**config.mk**
```make
export PLATFORM = sky130hd
export DESIGN_NAME = countdown_timer
export DESIGN_NICKNAME = d
export VERILOG_FILES = /design/src/rtl/countdown_timer.sv
export SDC_FILE = /design/constraint.sdc
export NUM_CORES = 1
export LEC_CHECK = 0
export ABC_CLOCK_PERIOD_IN_PS = 3100
export CORE_AREA = 3 3 108 84
export DETAILED_ROUTE_END_ITERATION = 8
export DIE_AREA = 0 0 111 87
export GPL_ROUTABILITY_DRIVEN = 1
export PLACE_DENSITY = 0.77
export SLEW_MARGIN = 10
export SYNTH_ARGS = -nofsm -noshare
export SYNTH_HDL_FRONTEND = slang
export SYNTH_SLANG_ARGS = --single-unit
```
**constraint.sdc**
```tcl
create_clock -name clk -period 3.1 [get_ports clk]
set_clock_uncertainty 0.15 [all_clocks]
set_input_delay 0.62 -clock clk [delete_from_list [all_inputs] [get_ports clk]]
set_output_delay 0.62 -clock clk [all_outputs]
set_load 0.02 [all_outputs]
```
**src/rtl/countdown_timer.sv**
```systemverilog
// countdown_timer
//   Memory-mapped 32-bit countdown timer with one-shot and auto-reload modes,
//   a maskable interrupt, and sticky (one-shot) or pulsed (auto-reload)
//   interrupt behaviour.
//
//   Register map (addr[3:2]):
//     0 CTRL   r/w  bit0 EN, bits[2:1] MODE (01 auto-reload, else one-shot), bit3 IM
//     1 PRESET r/w
//     2 COUNT  r/o
//     3 reads 0
//
//   Ports:
//     clk     single clock, rising edge
//     reset   asynchronous, active-high reset
//     we      bus write strobe (already decoded for this device)
//     byteen  per-byte write mask
//     addr    byte address, only addr[3:2] decoded
//     wdata   store data
//     rdata   combinational read data
//     irq     interrupt request = CTRL.IM & pending
//
//   state  | meaning
//   -------+-------------------------------------------------------
//   IDLE   | waiting for EN
//   LOAD   | COUNT <= PRESET on the next edge
//   CNT    | decrementing; terminal count raises pending
//   INT    | one-shot: clear EN and stop; auto-reload: drop pending, reload
module countdown_timer (
    input  logic        clk,
    input  logic        reset,
    input  logic        we,
    input  logic [3:0]  byteen,
    input  logic [31:0] addr,
    input  logic [31:0] wdata,
    output logic [31:0] rdata,
    output logic        irq
);

    typedef enum logic [1:0] {
        S_IDLE = 2'd0,
        S_LOAD = 2'd1,
        S_CNT  = 2'd2,
        S_INT  = 2'd3
    } state_t;

    state_t      state;
    state_t      state_next;

    logic [3:0]  ctrl;
    logic [3:0]  ctrl_next;
    logic [31:0] preset;
    logic [31:0] preset_next;
    logic [31:0] count;
    logic [31:0] count_next;
    logic        pending;

    logic        set_pending;
    logic        clr_pending_fsm;
    logic        clr_en;

    logic        en;
    logic        auto_reload;
    logic        im;
    logic        wr_ctrl;
    logic        wr_preset;

    // Address bits outside [3:2] are intentionally ignored.
    logic        unused_addr_bits;
    assign unused_addr_bits = ^{addr[31:4], addr[1:0]};

    assign en          = ctrl[0];
    assign auto_reload = (ctrl[2:1] == 2'b01);
    assign im          = ctrl[3];

    assign wr_ctrl   = we && (byteen != 4'd0) && (addr[3:2] == 2'd0);
    assign wr_preset = we && (byteen != 4'd0) && (addr[3:2] == 2'd1);

    assign irq = im & pending;

    always_comb begin
        rdata = 32'd0;
        case (addr[3:2])
            2'd0:    rdata = {28'd0, ctrl};
            2'd1:    rdata = preset;
            2'd2:    rdata = count;
            default: rdata = 32'd0;
        endcase
    end

    always_comb begin
        state_next      = state;
        count_next      = count;
        set_pending     = 1'b0;
        clr_pending_fsm = 1'b0;
        clr_en          = 1'b0;
        case (state)
            S_IDLE: begin
                if (en) state_next = S_LOAD;
            end
            S_LOAD: begin
                count_next = preset;
                state_next = S_CNT;
            end
            S_CNT: begin
                if (!en) begin
                    state_next = S_IDLE;
                end else if (count > 32'd1) begin
                    count_next = count - 32'd1;
                end else begin
                    // PRESET of 0 lands here too, so it behaves like 1.
                    count_next  = 32'd0;
                    set_pending = 1'b1;
                    state_next  = S_INT;
                end
            end
            S_INT: begin
                if (auto_reload) begin
                    clr_pending_fsm = 1'b1;
                    state_next      = S_LOAD;
                end else begin
                    clr_en     = 1'b1;
                    state_next = S_IDLE;
                end
            end
            default: state_next = S_IDLE;
        endcase
    end

    // FSM's EN clear is applied first so a same-edge bus write to CTRL wins.
    always_comb begin
        ctrl_next = ctrl;
        if (clr_en) ctrl_next[0] = 1'b0;
        if (wr_ctrl && byteen[0]) ctrl_next = wdata[3:0];
    end

    always_comb begin
        preset_next = preset;
        for (int i = 0; i < 4; i++) begin
            if (wr_preset && byteen[i]) preset_next[8*i +: 8] = wdata[8*i +: 8];
        end
    end

    always_ff @(posedge clk or posedge reset) begin
        if (reset) begin
            state   <= S_IDLE;
            ctrl    <= 4'd0;
            preset  <= 32'd0;
            count   <= 32'd0;
            pending <= 1'b0;
        end else begin
            state  <= state_next;
            ctrl   <= ctrl_next;
            preset <= preset_next;
            count  <= count_next;
            // Terminal count beats a same-edge software clear.
            if (set_pending)
                pending <= 1'b1;
            else if (wr_ctrl || clr_pending_fsm)
                pending <= 1'b0;
        end
    end

endmodule

```
==> metrics, run 1 <==
Hold Slack=367 ps; number of max-cap violations=0; total CTS buffers=9; GP Congestion=0.908; IO Port Bufs=73; crit-path max FO=6; syn nets=481; Post-DP HPWL=7.69 mm; Synth area leaders=dfrtp_1 (45%), mux2_2 (10%), a22o_1 (7.3%); slew at the pin closest to its max-slew limit=621 ps; Final ANT Viol Nets=0; layout cells sized above 1=17.3%; Slowest cell on crit path=or4_1; vias per inst=6.25; register area=0.00178 sq mm; clock network power share=18.9%; xor/xnor share of the synthesized area=0%; Yosys reg bits=71; setup repair bufs after CTS=0; Power, Total=4.26 mW; final WL=11.3 mm; switching fraction of total power=41.6%; Mapped Cells=408; top cell family by delay on the critical path=simple AND/OR/NAND/NOR gates; Hold Fails Final Rpt=0; Cell Area, Placed=0.00494 sq mm; latest clock arrival within the worst-skew pair=350 ps; I/O pin count=104; worst hold path type=reg -> reg; Synth Area in Compound Gates=23.2%; Seq pwr share=38.1%; sequential-to-total area share from yosys stat=45.1%; H-tree levels=3; internal power=2.49 mW; DRC violation count after routing=0; largest buffer count on any clock path=2; share of async-settable or async-resettable flops after synthesis=100%; chip width=111 microns; DP Cell Count=586; total number of vias=3761; Mapped Area=0.00394 sq mm; cts hold-fix bufs=0; Yosys cell types=50; P_leak=2.28 nW; CP arrival=3110 ps; adder-cell share of the synthesized area=0.635%; Max VDD drop=367 uV; Post-synth EDFFs=0; Finished Core Util=65.0%; multi-input logic area=0.00204 sq mm; critical path endpoint category=flop; largest net degree at the start of global routing=45; Setup crit start kind=flop; critical path type=reg -> reg; Starting DRT DRC Count=322; share of the synthesized area in the top cell type=45.1%; largest family of logic cells by synthesized area=compound AO/OA/AOI/OAI gates; Fmax=0.333 GHz; Clock Sinks=71; commonest cells after routing, fill and taps aside=dfrtp_1 (71), clkdlybuf4s50_1 (44), o21ai_0 (42), nand2_1 (39), mux2_2 (35); worst path cell trace=or4_1, or3_1, or4_1, a2111oi_1, a21oi_1, o221ai_1; top_reg_cell synth=dfrtp_1; area grow syn2layout=31.2%; Crit path top cell by count=or4_1; Final nets=565; buffers plus inverters on the worst setup path=0; die height=87 microns; Clock transition at path regs=80 ps; Fill cells=657; Final setup viols=0; Core ar.=0.00795 sq mm; Root Driver=clkbuf_8; GRT Total Usage=24.1%; WL/cell=18.7 microns; setup tns final=0 ps; post-route setup slack=96.0 ps; starting density of the core=49.6%; CTS tree=built; grt ovf=0; final instance area=0.00517 sq mm; Switch Pwr=1.77 mW; Ant. Diodes=0; TritonRoute pass-1 iters=5; Final Cycle Share=96.9%; pwr/cell area=823 mW/mm^2; max_slew headroom=58.5%; pre-CTS WS=-90.9 ps; status=finished clean; Die ar.=0.00966 sq mm; number of global-route vias before repair=3794; area leader, netlist=dfrtp_1; CP Data Required Time=3210 ps; average cell area after synthesis=9.66 sq um; global-route wire length before repair=18.9 mm; Synth Area in Simple Gates=16.2%; fin crit period=3000 ps; initial antenna violation count=0; Rows=28; Comb power frac=43.0%; crit-path max cell delay=600 ps; Max Transition Viols Final=0; post-synthesis mux area share=11.0%; Post-Layout Cell Count=602; Synth warnings=0; most common cell after layout, fill and taps aside=dfrtp_1
[worst min-delay path: cells and delay by family, from the launching register on]
kind	cells	cell delay, ps
AND/OR/NAND/NOR	1	50
flip-flops	1	370
AO/OA/AOI/OAI	1	60
[registers in the layout, indices dropped and copies added, names as in the netlist]
| register | count |
|---|---|
| count | 32 |
| state | 2 |
| preset | 32 |
| pending | 1 |
| ctrl | 4 |
[final cells by class]
class,instances,area share (%)
clock buffers,10,2.47
clock inverters,6,1.64
inverters,8,0.581
multi-input cells,299,39.5
flip-flops and latches,71,34.3
well taps,105,2.54
repair buffers,103,19.0
[metal layers]
layer,up-vias,wire length (microns),track usage [%]
met5,-,0,0
met4,0,138,6.82
met3,18,1110,6.25
met2,189,5210,39.7
met1,1828,4810,31.9
li1,1726,-,-
[Yosys cell counts, types with 2 or more instances]
library cell,instances
inv_1,8
a22o_1,33
a22oi_1,6
and2_1,2
o41ai_1,2
dfrtp_1,71
a32oi_1,4
nand3_1,15
mux2_2,35
nand4_1,2
o21ai_0,42
nand2_1,39
and3_1,2
nor2_1,13
clkbuf_1,22
mux2i_1,4
a21oi_1,19
or4_1,8
or3_1,5
nand2b_1,3
o311ai_0,3
nor4_1,10
o211ai_1,6
buf_2,7
nor2b_1,5
nor3_1,14
a31oi_1,3
ha_1,2
and4_1,2
[repair_timing]
action,in CTS,in global routing
endpoints found under the setup margin,32,13
gates resized for setup,20,16
gates cloned,0,0
hold endpoints to repair,0,0
pin swaps,0,0
[logic make-up (layout without fill, tap and decap cells)]
kind of cell | after synthesis | in the layout
muxes | 39 | 39
DFF | 71 | 71
AOI/OAI and AO/OA | 134 | 134
and+or+nand+nor | 124 | 124
adders and majority gates | 2 | 2
buffers and inverters | 38 | 127
[final timing paths]
check                             end  slack (ps)      start  depth (start not counted)
max                         count[30]         100  count[16]                          6
max in group asynchronous  preset[31]        1630      reset                          3
min reg2reg                  count[6]         370   count[6]                          2
min in group asynchronous   preset[9]         510      reset                          2
min                          count[6]         370   count[6]                          2
max reg2reg                 count[30]         100  count[16]                          6
[power by group through the flow]
| stage | Combinational [mW] | Clock [mW] | Sequential, mW |
|---|---|---|---|
| final | 1.83 | 0.803 | 1.62 |
| after floorplan | 1.23 | 0 | 1.49 |
| after global placement | 1.77 | 0 | 1.60 |
| after CTS | 1.80 | 0.819 | 1.60 |
| after detailed placement | 1.82 | 0 | 1.62 |
| after global routing | 2.03 | 0.848 | 1.67 |
Note: power is estimated with default switching activity, not from simulation.
==> run 2: changes to the inputs <==
--- a/config.mk
+++ b/config.mk
@@ -6,9 +6,9 @@
 export NUM_CORES = 1
 export LEC_CHECK = 0
 export ABC_CLOCK_PERIOD_IN_PS = 3100
-export CORE_AREA = 3 3 108 84
+export CORE_AREA = 2 2 107 83
 export DETAILED_ROUTE_END_ITERATION = 8
-export DIE_AREA = 0 0 111 87
+export DIE_AREA = 0 0 109 85
 export GPL_ROUTABILITY_DRIVEN = 1
 export PLACE_DENSITY = 0.77
 export SLEW_MARGIN = 10
==> run 2 against run 1 <==
Effect of this change: via count is 1.5% lower; fmax is 1.7% higher; utilization is 2.0 points lower; largest cell class unchanged; wire length is 2.5% lower; critical endpoint is now rdata[15]; highest routed layer unchanged.
==> metrics, run 2 (synthesized netlist as in run 1, its figures left out) <==
Max VDD drop=476 uV (+30%); largest buffer count on any clock path=2 (unchanged); Max Transition Viols Final=0 (unchanged); RR Startpoint=count[15]; pwr/cell area=825 mW/mm^2 (+0.18%); Hold Fails Final Rpt=0 (unchanged); Final setup viols=0 (unchanged); Clock transition at path regs=70 ps (about the same); GP Congestion=0.880 (-3.1%); grt ovf=0 (unchanged); Cell Area, Placed=0.00501 sq mm (+1.5%); pre-CTS WS=-97.8 ps (-6.92 ps); max_slew headroom=63.2% (+4.7 points); global-route wire length before repair=17.9 mm (-5.4%); CTS tree=built; H-tree levels=3 (unchanged); worst path cell trace=clkdlybuf4s50_1, nor2b_2, buf_4, a22o_1, dlygate4sd2_1; crit-path max cell delay=550 ps (-50 ps); status=finished clean; R2R depth=7 (+1); Hold Slack=383 ps (+15.9 ps); I/O pin count=104 (unchanged); setup tns final=0 ps (unchanged); hold path start=count[6]; cts hold-fix bufs=0 (unchanged); CP arrival=2180 ps (-930 ps); Root Driver=clkbuf_8; critical path type=in -> out; area grow syn2layout=31.7%; P_leak=2.23 nW (-2.2%); Fmax=0.339 GHz (+1.7%); slew at the pin closest to its max-slew limit=547 ps (-74.4 ps); number of global-route vias before repair=3558 (-6.2%); latest clock arrival within the worst-skew pair=360 ps (about the same); Core ar.=0.00824 sq mm (+3.6%); Final ANT Viol Nets=0 (unchanged); Final nets=573 (+1.4%); die height=85 microns (-2.3%); total number of vias=3703 (-1.5%); TritonRoute pass-1 iters=5 (unchanged); Post-DP HPWL=7.79 mm (+1.4%); Post-Layout Cell Count=612 (+1.7%); layout cells sized above 1=18.3% (+0.95 points); final instance area=0.00519 sq mm (+0.31%); starting density of the core=47.9% (-1.7 points); IO Port Bufs=73 (unchanged); Clock Sinks=71 (unchanged); worst hold path type=reg -> reg; DRC violation count after routing=0 (unchanged); crit-path max FO=8 (+2); commonest cells after routing, fill and taps aside=dfrtp_1 (71), o21ai_0 (42), clkdlybuf4s50_1 (41), nand2_1 (39); RSZ-0062 raised after global routing=no; number of max-cap violations=0 (unchanged); Fill cells=686 (+4.4%); most common cell after layout, fill and taps aside=dfrtp_1; chip width=109 microns (-1.8%); post-route setup slack=148 ps (+51.5 ps); GRT Total Usage=25.0% (+0.85 points); CP Data Required Time=2330 ps (-880 ps); Starting DRT DRC Count=271 (-16%); critical path endpoint category=primary output; final WL=11.0 mm (-2.5%); largest net degree at the start of global routing=32 (-29%); total CTS buffers=9 (unchanged); vias per inst=6.05 (-3.2%); CP startpoint=addr[2]; Rows=29 (+3.6%); top flop regs=count: 32 flops, preset: 32 flops, ctrl: 4 flops; initial antenna violation count=0 (unchanged); WHS Path Cells=2 (unchanged); Final Cycle Share=95.2% (-1.7 points); Slowest cell on crit path=clkdlybuf4s50_1; Ant. Diodes=0 (unchanged); DP Cell Count=597 (+1.9%); fin crit period=2950 ps (-51.5 ps); WL/cell=18.0 microns (-4.1%); Die ar.=0.00927 sq mm (-4.1%); Setup crit start kind=input port
run 2: per-layer routing:
layer / part of all wire, % / vias up / track usage [%]
met5: 0 / - / 0
li1: - / 1741 / -
met1: 46 / 1791 / 35.2
met3: 7.3 / 14 / 7.45
met4: 1.7 / 0 / 7.11
met2: 45 / 157 / 37.3
run 2: layout make-up:
class	count	area, sq um	area share, %
clock buffers	12	145	2.80
clock inverters	3	67.6	1.30
inverters	8	30.0	0.579
multi-input cells	299	2030	39.1
flip-flops and latches	71	1780	34.2
well taps	108	135	2.60
repair buffers	111	1000	19.4
run 2: timing repair:
item,in CTS,in global routing
gates resized for setup,33,0
endpoints found under the hold margin,0,0
setup endpoints to repair,32,0
setup buffers,0,0
run 2: power by group:
group / internal (mW) / switching [mW]
sequential: 1.24 / 0.345
clock: 0.472 / 0.357
combinational: 0.816 / 1.04
total: 2.53 / 1.75
run 2: worst max-delay path, delay by kind of cell:
kind                   cells  cell delay [ps]
AO/OA/AOI/OAI              1              210
buffers and inverters      3             1110
AND/OR/NAND/NOR            1              240
run 2: final timing paths:
check,end,slack (ps)
setup / recovery,rdata[15],150
hold / removal,count[6],380
setup reg to reg,count[26],190
hold reg to reg,count[6],380
max in group asynchronous,preset[26],1680
min in group asynchronous,preset[1],430
run 2: metrics by stage:
step | power (mW) | utilization, %
global route | 4.57 | 63.0
CTS | 4.27 | 63.0
detailed placement | 3.49 | 60.9
floorplan | 2.73 | -
global placement | 3.43 | 60.9
finish | 4.28 | 63.0
